<file path="config.mk">
export PLATFORM = sky130hd
export DESIGN_NAME = lif_update_engine
export DESIGN_NICKNAME = d
export VERILOG_FILES = /design/src/rtl/lif_update_engine.sv
export SDC_FILE = /design/constraint.sdc
export NUM_CORES = 1
export LEC_CHECK = 0
export CAP_MARGIN = 20
export CORE_MARGIN = 1
export CORE_UTILIZATION = 35
export CTS_BUF_LIST = sky130_fd_sc_hd__clkbuf_4 sky130_fd_sc_hd__clkbuf_8 sky130_fd_sc_hd__clkbuf_16
export DETAILED_ROUTE_END_ITERATION = 10
export PLACE_DENSITY = 0.61
export SYNTH_ARGS = -nofsm -noshare
export SYNTH_HDL_FRONTEND = slang
export SYNTH_SLANG_ARGS = --single-unit
</file>
<file path="constraint.sdc">
create_clock -name clk -period 12.9 [get_ports clk]
set_input_delay 2.58 -clock clk [delete_from_list [all_inputs] [get_ports clk]]
set_output_delay 2.58 -clock clk [all_outputs]
set_load 0.02 [all_outputs]
</file>
<file path="src/rtl/lif_update_engine.sv">
// Leaky integrate-and-fire read-modify-write engine for the membrane-potential RAM.
// Optional leak: define LIF_LEAK_EN to subtract LEAK on every event before the threshold compare.
module lif_update_engine #(
    parameter int                      WIDTH   = 32,
    parameter int                      DEPTH   = 16,
    parameter int                      WWIDTH  = 8,
    parameter logic signed [WIDTH-1:0] THRESH  = 100,
    parameter logic signed [WIDTH-1:0] V_RESET = 0,
    parameter logic [WIDTH-1:0]        LEAK    = 1,
    localparam int                     AW      = $clog2(DEPTH)
) (
    input  logic              clk,
    input  logic              rst,
    input  logic              in_valid,
    output logic              in_ready,
    input  logic [AW-1:0]     in_addr,
    input  logic [WWIDTH-1:0] in_weight,
    output logic              mem_read_en,
    output logic [AW-1:0]     mem_read_addr,
    input  logic [WIDTH-1:0]  mem_read_data,
    output logic              mem_write_en,
    output logic [AW-1:0]     mem_write_addr,
    output logic [WIDTH-1:0]  mem_write_data,
    output logic              spike_valid,
    input  logic              spike_ready,
    output logic [AW-1:0]     spike_addr,
    output logic [15:0]       spike_cnt,
    output logic              busy
);

    typedef enum logic [2:0] {IDLE = 3'd0, RD = 3'd1, CALC = 3'd2, WR = 3'd3, SPK = 3'd4} state_t;

    localparam logic signed [WIDTH-1:0] SAT_MAX = {1'b0, {(WIDTH-1){1'b1}}};
    localparam logic signed [WIDTH-1:0] SAT_MIN = {1'b1, {(WIDTH-1){1'b0}}};
`ifdef LIF_LEAK_EN
    localparam logic [WIDTH-1:0] LEAK_EFF = LEAK;
`else
    localparam logic [WIDTH-1:0] LEAK_EFF = {WIDTH{1'b0}};
`endif
    // Leak folded in as a saturating add of its two's-complement negation (LEAK < 2^(WIDTH-1)).
    localparam logic signed [WIDTH-1:0] LEAK_NEG = $signed(~LEAK_EFF + {{(WIDTH-1){1'b0}}, 1'b1});

    state_t                   state_r, state_s;
    logic [AW-1:0]            addr_r;
    logic [WWIDTH-1:0]        weight_r;
    logic signed [WIDTH-1:0]  result_r;
    logic                     fire_r;
    logic [15:0]              spike_cnt_r;
    logic signed [WIDTH-1:0]  sum_s;
    logic                     fire_s;

    function automatic logic signed [WIDTH-1:0] sat_add(input logic signed [WIDTH-1:0] a,
                                                        input logic signed [WIDTH-1:0] b);
        logic signed [WIDTH:0] s;
        s = {a[WIDTH-1], a} + {b[WIDTH-1], b};
        if (s[WIDTH] != s[WIDTH-1]) begin
            sat_add = s[WIDTH] ? SAT_MIN : SAT_MAX;
        end else begin
            sat_add = s[WIDTH-1:0];
        end
    endfunction

    // Integrate weight (and leak) into the potential read this cycle, then compare with threshold.
    always_comb begin
        sum_s  = sat_add(sat_add($signed(mem_read_data),
                                 {{(WIDTH-WWIDTH){weight_r[WWIDTH-1]}}, weight_r}),
                         LEAK_NEG);
        fire_s = (sum_s >= THRESH);
    end

    // Next-state logic for the single-event-in-flight FSM.
    always_comb begin
        state_s = state_r;
        case (state_r)
            IDLE:    if (in_valid) state_s = RD;   else state_s = IDLE;
            RD:      state_s = CALC;
            CALC:    state_s = WR;
            WR:      if (fire_r) state_s = SPK;    else state_s = IDLE;
            SPK:     if (spike_ready) state_s = IDLE; else state_s = SPK;
            default: state_s = IDLE;
        endcase
    end

    // State, event latch, computed result and saturating spike counter.
    always_ff @(posedge clk or negedge rst) begin
        if (!rst) begin
            state_r     <= IDLE;
            addr_r      <= {AW{1'b0}};
            weight_r    <= {WWIDTH{1'b0}};
            result_r    <= {WIDTH{1'b0}};
            fire_r      <= 1'b0;
            spike_cnt_r <= 16'd0;
        end else begin
            state_r <= state_s;
            if (state_r == IDLE && in_valid) begin
                addr_r   <= in_addr;
                weight_r <= in_weight;
            end
            if (state_r == CALC) begin
                fire_r   <= fire_s;
                result_r <= fire_s ? V_RESET : sum_s;
            end
            if (state_r == SPK && spike_ready && spike_cnt_r != 16'hFFFF) begin
                spike_cnt_r <= spike_cnt_r + 16'd1;
            end
        end
    end

    assign in_ready       = (state_r == IDLE);
    assign busy           = (state_r != IDLE);
    assign mem_read_en    = (state_r == RD);
    assign mem_read_addr  = addr_r;
    assign mem_write_en   = (state_r == WR);
    assign mem_write_addr = addr_r;
    assign mem_write_data = result_r;
    assign spike_valid    = (state_r == SPK);
    assign spike_addr     = addr_r;
    assign spike_cnt      = spike_cnt_r;

endmodule
</file>
## After elaboration in Yosys (flattened, before gate mapping)

Index checks and enable logic that the tools add are counted.

- Mux-type cells: 7
- $add $sub $neg: 2
- Order comparisons: 1
- Eq/ne operators: 6
- Reductions and logical operators: 5

Operator list:

| cell | number |
|---|---|
| 32-bit 2-to-1 mux | 3 |
| 32-bit by 8-bit adder with 33-bit output | 1 |
| 32-bit by 8-bit greater-or-equal comparator with 1-bit output (second input constant) | 1 |
| 16-bit by 1-bit adder with 16-bit output (second input constant) | 1 |
| 16-bit != test (second input constant) | 1 |
| 3-bit case mux with 5 select lines | 1 |
| 3-bit by 2-bit equality test with 1-bit output (second input constant) | 2 |
| 3-bit 2-to-1 mux | 2 |
| 3-bit by 1-bit equality test with 1-bit output (second input constant) | 1 |
| 3-bit equality test (second input constant) | 1 |
| 1-bit logical AND | 3 |
| 3-bit logical NOT | 1 |
| 3-bit nonzero test | 1 |
| 1-bit 2-to-1 mux | 1 |
| 1-bit != test | 1 |

- Logic and storage cells: 27
- Output and inout port bits: 65
- Input port bits: 48
- Bits in registers: 64

## Depth between registers and ports, before layout

Gate-level depths: netlist (run 1).

- Depth in word-level cells: 5
- Depth in mapped cells: 23
- Gate-level depth less buffers: 20

## Least setup slack after synthesis (run 1)

Ideal clock, no wire load.

- Path kind: input to register
- Start point: input mem_read_data[8]
- End point: register fire_r
- Arrival time: 6.587 ns
- Setup time: 0.124 ns
- Stages: 22
- Required time: 12.776 ns
- Buffers on the path: 4
- Slack: 6.189 ns
- Cell sequence: ha_1 clkbuf_1 a21o_1 a31oi_1 o21ai_0 o2111ai_1 a31oi_1 a31oi_1 nor2b_1 o21ai_0 nand2b_1 xor2_1 ha_1 clkbuf_1 clkbuf_1 o21ai_0 nor4_1 nand3_1 nor4b_1 a31oi_1 buf_4 a211o_1

- Cells in the longest elaborated chain, start to end: 4
- Elaborated cells on any way between the ends: 5
- Those cells by class: add/sub: 1; order compare: 1; eq/ne: 1; mux: 2

RTL lines:

| item | RTL line | RTL |
|---|---|---|
| from (decl) | 20 | `input logic [WIDTH-1:0] mem_read_data,` |
| 32-bit by 8-bit adder with 33-bit output * | 55 | `s = {a[WIDTH-1], a} + {b[WIDTH-1], b};` |
| 32-bit 2-to-1 mux or 1-bit != test (tied branches) | 57, 56 |  |
| 32-bit 2-to-1 mux * | 56 | `if (s[WIDTH] != s[WIDTH-1]) begin` |
| 32-bit by 8-bit greater-or-equal comparator with 1-bit output * | 68 | `fire_s = (sum_s >= THRESH);` |
| to (signal assigned) | 100 | `fire_r <= fire_s;` |
| to (decl) | 47 | `logic fire_r;` |

Every way passes the cells marked *; elsewhere a longest branch is shown, timed or not.
A chain may end at the register's enable or synchronous reset.

## Worst setup path after layout (run 1)

- Start point: input mem_read_data[4]
- End point: register result_r[2], in the netlist mem_write_data[2]

- Cells in the longest elaborated chain, start to end: 5
- Elaborated cells on any way between the ends: 6
- Those cells by class: add/sub: 1; order compare: 1; eq/ne: 1; mux: 3

RTL lines:

| item | RTL line | RTL |
|---|---|---|
| 32-bit by 8-bit adder with 33-bit output * | 55 |  |
| 32-bit 2-to-1 mux or 1-bit != test (tied branches) | 57, 56 |  |
| 32-bit 2-to-1 mux * | 56 |  |
| 32-bit by 8-bit greater-or-equal comparator with 1-bit output | 68 |  |
| 32-bit 2-to-1 mux * | 101 | `result_r <= fire_s ? V_RESET : sum_s;` |
| to (signal assigned) | 90 | `result_r <= {WIDTH{1'b0}};` |
| to (signal assigned) | 101 |  |
| to (decl) | 46 | `logic signed [WIDTH-1:0] result_r;` |

Marks and branches as above.

==> results of run 1 <==
worst register-to-register path, delay by kind of cell, from the launching register on:
kind | cells | cell delay [ns]
AOI/OAI and AO/OA | 10 | 2.34
and+or+nand+nor | 4 | 1.12
adders and majority gates | 2 | 0.99
DFF | 1 | 0.93
buffers and inverters | 2 | 0.89
xor gates and xnor gates | 1 | 0.16
where the power goes:
group | switching, W | internal (W) | leakage, nW | total (W)
logic | 0.000837 | 0.000534 | 1.66 | 0.00137
clock network | 0.0000914 | 0.000189 | 0.166 | 0.000280
registers | 0.0000669 | 0.000279 | 0.820 | 0.000346
total | 0.000996 | 0.00100 | 2.64 | 0.00200
cell type report:
type                    count  area, um^2  share of cell area, %
clock buffers               9       225.2                  3.537
multi-input cells         452        3017                  47.38
clock inverters             7       120.1                  1.886
well taps                 176       220.2                  3.458
inverters                   8       30.03                 0.4716
flip-flops and latches     64        1602                  25.15
repair buffers            117        1154                  18.12
stage by stage:
| stage | setup slack (ns) | hold WS, ns | cell area, um^2 | std cells |
|---|---|---|---|---|
| final | 4.650 | 0.4785 | 6367 | 833 |
| after global routing | 4.109 | 0.5115 | 6367 | 833 |
| after CTS | 4.753 | 0.4867 | 6367 | 833 |
| after detailed placement | 4.424 | 0.4752 | 6022 | 817 |
| after global placement | 4.644 | 0.4742 | 6022 | 817 |
| after floorplan | 6.189 | 0.4511 | 4811 | 561 |
cell usage after synthesis, drive strengths merged (8+ instances only):
cell,instances,share of area [%]
a21o,10,1.6
mux2,14,3.3
a31oi,12,1.6
xor2,18,3.3
xnor2,21,3.8
a21oi,64,6.7
inv,8,0.62
nand2,56,4.4
ha,35,9.1
nor3,36,3.7
buf,14,1.9
nor2,41,3.2
nand4,12,1.6
o21ai,27,2.8
clkbuf,23,1.8
dfrtp,64,33
state kept, by name, summed over array words and instances (netlist names):
signal and flops:
mem_write_data 32, weight_r 8, mem_read_addr 4, fire_r 1, spike_cnt 16, state_r 3
cells by family after synthesis:
group                    Yosys count  synth area share, %
AO/OA/AOI/OAI                    165                21.74
buffers and inverters             45                4.343
flip-flops                        64                33.29
AND/OR/NAND/NOR                  195                20.10
multiplexers                      17                3.901
XOR/XNOR                          39                7.100
adder cells (fa/ha/maj)           36                9.519
worst max path at each step:
stage / start / to / cells after the start
floorplan: mem_read_data[8] / fire_r / 22
global placement: mem_read_data[4] / mem_write_data[2] / 20
detailed placement: mem_read_data[4] / mem_write_data[2] / 20
CTS: mem_read_data[4] / mem_write_data[2] / 20
global route: mem_read_data[6] / mem_write_data[2] / 20
finish: mem_read_data[4] / mem_write_data[2] / 20
metal layers:
layer | track usage (%) | share of wire, %
met1 | 25.28 | 46
met2 | 31.10 | 46
met3 | 4.741 | 6.7
met4 | 4.509 | 1.2
met5 | 0 | 0
cell usage in the layout (no fill, tap or decap), types with 7 or more instances in the layout:
cell type,netlist,routed
a31oi_1,12,11
clkdlybuf4s50_1,0,111
nand4_1,12,12
nor2_1,41,41
inv_1,8,8
clkbuf_16,0,9
xnor2_1,21,21
nand2_1,56,56
xor2_1,18,18
a21o_1,10,10
nor2b_1,7,7
a211oi_1,7,7
o21ai_0,24,24
nor3_1,36,34
mux2_2,14,14
a21oi_1,64,64
ha_1,35,35
dfrtp_1,64,64
==> flow_summary.ini, run 1 <==
[cts]
clk_latency_ns = 0.33
cts_tree = done
cts_buffer_depth = 2
clkTransAtPathRegs_ns = 0.06
postCtsSetupRepairBufs = 0
cts_root_buf = clkbuf_16
hold_buffers = 0
cts_resized = 0
numCtsBuffers = 9
h-tree-depth = 3
cts_num_sinks = 64

[worst_hold_path]
min_to = state_r[2]
whs_path_depth = 2
min_from = fire_r
hold_class = register to register

[critical_path]
cp-start-kind = input pin
cpMaxStageDelayCell = inv_1
r2r_cells = 19
end_kind = register
path_delay_family = compound AO/OA/AOI/OAI gates
reg2reg_from = weight_r[7]
path_max_fanout = 31
worstPathArrival_ns = 8.46
cp_common_cell = a31oi_1
r2r-end = mem_write_data[2]
worst-setup-path-type = input pin to register
cp.required_ns = 13.11
cp_num_buf_inv = 3
path_cells = clkdlybuf4s50_1 -> ha_1 -> a21o_1 -> a31oi_1 -> a211oi_1 -> o2111ai_1 -> a31oi_1 -> a31oi_1 -> nor2b_1 -> o21ai_0 -> nand2b_1 -> xor2_1 -> ha_1 -> inv_1 -> or2_2 -> o21ai_0 -> nor4b_1 -> a31oi_2 -> buf_4 -> a2111oi_1
cpPeakStageDelay_ns = 0.62
reg2reg_slack_ns = 6.35

[synth]
synth_flop_cell = dfrtp_1
yosys_warnings = 0
synth_edf_count = 0
synthCells = 561
ys_seq_area_share_pct = 33.29
async_flop_share_pct = 100.0
synth.avg_cell_area_um2 = 8.576
ys_types = 56
synth_seq_cells = 64
syn_nets = 645
synth_area_mm2 = 0.004811

[die]
fp.coreArea_mm2 = 0.01335
dieHeight_um = 119.2
rows = 42
die_area_mm2 = 0.01422
initial_core_util_pct = 36.04
chipWidth_um = 119.2
ioPinCount = 113

[timing]
rsz0062_at_grt = no
tightest_slew_ns = 0.9073
finalCriticalPeriod_ns = 8.250
hold_viol_final = 0
relSlewSlack_pct = 39.51
setup_viol = 0
final_max_slew_viol_count = 0
fmax_mhz = 121.2
finClkSkew_ns = 0.009833
fin_tns_setup_ns = 0
post-route-period-util_pct = 63.95

[detailed_routing]
drc = 0
drt_iter0_drc = 263
first_pass_iters = 5
wl_mm = 13.50
wire_per_inst_um = 16.20
viasPerCell = 5.491
vias = 4574
ant_nets = 0

[final_layout]
area_delta_synth_final_pct = 32.35
antenna_cells = 0
fillers = 1296
drive_gt1_share_pct = 7.610
finalNetCount = 736
fin_util_pct = 47.70

[grt]
grt_pass1_wl_mm = 21.77
antenna_found_initial = 0
grt_max_degree = 65
grt_pass1_vias = 4348
grt_overflow_total = 0
grt.total_usage_pct = 19.09

[placement]
io_buffers = 112
gp_congestion = 0.8741
dp_hpwl_mm = 10.20

[power_and_ir_drop]
p_leak_nw = 2.644
power_w = 0.001998
ir_drop_mv = 0.1302
powerDensity_mw_per_mm2 = 313.8

[outcome]
status = completed

[flow_run]
maxCapViolCount = 0
(Power assumes the default switching activity.)
==> inputs of run 2 (changes only) <==
- clock period: 12.9 -> 8.5 ns (I/O delays scaled with it)
==> run 2 against run 1 <==
Sequential cell count did not move. Die area is the same. Cell area is 0.47% lower. First-iteration DRC count rose by 2.3%. Utilization is 0.23 points lower. Combinational power is 52% higher. Largest cell class unchanged. Worst setup slack got worse by 3.5 ns. Via count shrank 0.50%. Clock skew about the same.
==> flow_summary.ini, run 2 (synthesis gave the netlist of run 1 again) <==
[outcome]
status = completed

[cts]
cts_buffer_depth = 2
postCtsSetupRepairBufs = 0
cts_num_sinks = 64
clk_latency_ns = 0.34
numCtsBuffers = 9
clkTransAtPathRegs_ns = 0.06
cts_resized = 0
h-tree-depth = 3
cts_tree = done
cts_root_buf = clkbuf_16
hold_buffers = 0

[critical_path]
cp-start-kind = input pin
path_cells = clkdlybuf4s50_1 -> ha_1 -> a21o_1 -> a31oi_1 -> a211oi_1 -> o2111ai_1 -> a31oi_1 -> a31oi_1 -> nor2b_1 -> o21ai_0 -> nand2b_1 -> xor2_1 -> ha_1 -> inv_1 -> or2_2 -> o21ai_0 -> nor4b_1 -> a31oi_2 -> buf_4 -> a2111oi_1
path_max_fanout = 31
cp.required_ns = 8.72
end_kind = register
cpPeakStageDelay_ns = 0.64
worst-setup-path-type = input pin to register
worstPathArrival_ns = 7.55
cpMaxStageDelayCell = inv_1
cp_common_cell = a31oi_1

[detailed_routing]
wl_mm = 13.55
drc = 0
vias = 4551
viasPerCell = 5.470
first_pass_iters = 5
wire_per_inst_um = 16.28
drt_iter0_drc = 269
ant_nets = 0

[placement]
dp_hpwl_mm = 10.33
gp_congestion = 0.8762
dpl_cell_area_mm2 = 0.006022
io_buffers = 112

[grt]
grt_pass1_vias = 4388
antenna_found_initial = 0
grt_max_degree = 65
grt.total_usage_pct = 19.52
grt-busiest-layer = met2
met2_usage_pct = 31.47
grt_pass1_wl_mm = 22.16
met3_usage_pct = 5.077
grt_overflow_total = 0
use_met1_pct = 25.86

[timing]
relSlewSlack_pct = 38.73
fmax_mhz = 136.4
fin_tns_setup_ns = 0
tightest_slew_ns = 0.9190
final_max_slew_viol_count = 0
setup_viol = 0
finClkSkew_ns = 0.009834
post-route-period-util_pct = 86.23
hold_viol_final = 0
rsz0062_at_grt = no
finalCriticalPeriod_ns = 7.329
hold_ws_ns = 0.4880

[final_layout]
finalNetCount = 736
drive_gt1_share_pct = 7.470
fin_util_pct = 47.48
final_design_area_no_fill_mm2 = 0.006337
largest_register_ffs = 32
area_delta_synth_final_pct = 31.73
layout_common_cells = 111 x clkdlybuf4s50_1, 64 x a21oi_1, 64 x dfrtp_1
antenna_cells = 0
layout_commonest_cell = clkdlybuf4s50_1

[power_and_ir_drop]
p_leak_nw = 2.634
powerDensity_mw_per_mm2 = 473.3
ir_drop_mv = 0.2283

[die]
rows = 42
fp.coreArea_mm2 = 0.01335
chipWidth_um = 119.2
die_area_mm2 = 0.01422
ioPinCount = 113
dieHeight_um = 119.2
initial_core_util_pct = 36.04

[flow_run]
maxCapViolCount = 0

[worst_hold_path]
hold_class = register to register
## run 2: cell types whose count changed in the layout (fill, tap and decap cells not counted), sizes merged
cell,before,now
bufinv,3,2
clkbuf,9,10
clkinvlp,1,0
## run 2: layout make-up
cell class              instances  area [um^2]
multi-input cells             452         3017
clock buffers                  10        232.7
repair buffers                117         1154
inverters                       8        30.03
flip-flops and latches         64         1602
fillers                      1336         7010
clock inverters                 5        82.58
well taps                     176        220.2
## run 2: final timing paths
| path | from | end | slack (ns) | cells after the start |
|---|---|---|---|---|
| setup / recovery | mem_read_data[4] | mem_write_data[2] | 1.17 | 20 |
| hold / removal | fire_r | state_r[2] | 0.49 | 2 |
| setup reg to reg | weight_r[7] | mem_write_data[2] | 2.01 | 19 |
| hold reg to reg | fire_r | state_r[2] | 0.49 | 2 |
| max in group asynchronous | rst | mem_write_data[19] | 6.43 | 2 |
| min in group asynchronous | rst | spike_cnt[8] | 1.55 | 2 |
## run 2: worst max-delay path: cells and delay by family
family                   cells  cell delay, ns
AO/OA/AOI/OAI               10            2.35
buffers and inverters        3            1.31
AND/OR/NAND/NOR              4            1.12
adder cells (fa/ha/maj)      2            0.89
XOR/XNOR                     1            0.16
## run 2: per-layer routing
layer  wire (um)  vias to the layer above
met1        6314                     2149
met2        6227                      154
li1            -                     2234
met3         848                       14
met5           0                        -
met4         155                        0
## run 2: power breakdown
group | internal [W] | switching, W
Sequential | 0.000424 | 0.000102
Combinational | 0.000812 | 0.00127
Clock | 0.000259 | 0.000135
Total | 0.00149 | 0.00151
## run 2: stage by stage
step / total power (W) / std cells / worst slack [ns]
floorplan: 0.001996 / 561 / 2.669
global placement: 0.002562 / 817 / 1.135
detailed placement: 0.002591 / 817 / 0.9572
CTS: 0.003004 / 832 / 1.272
global route: 0.003245 / 832 / 0.6033
finish: 0.002999 / 832 / 1.171
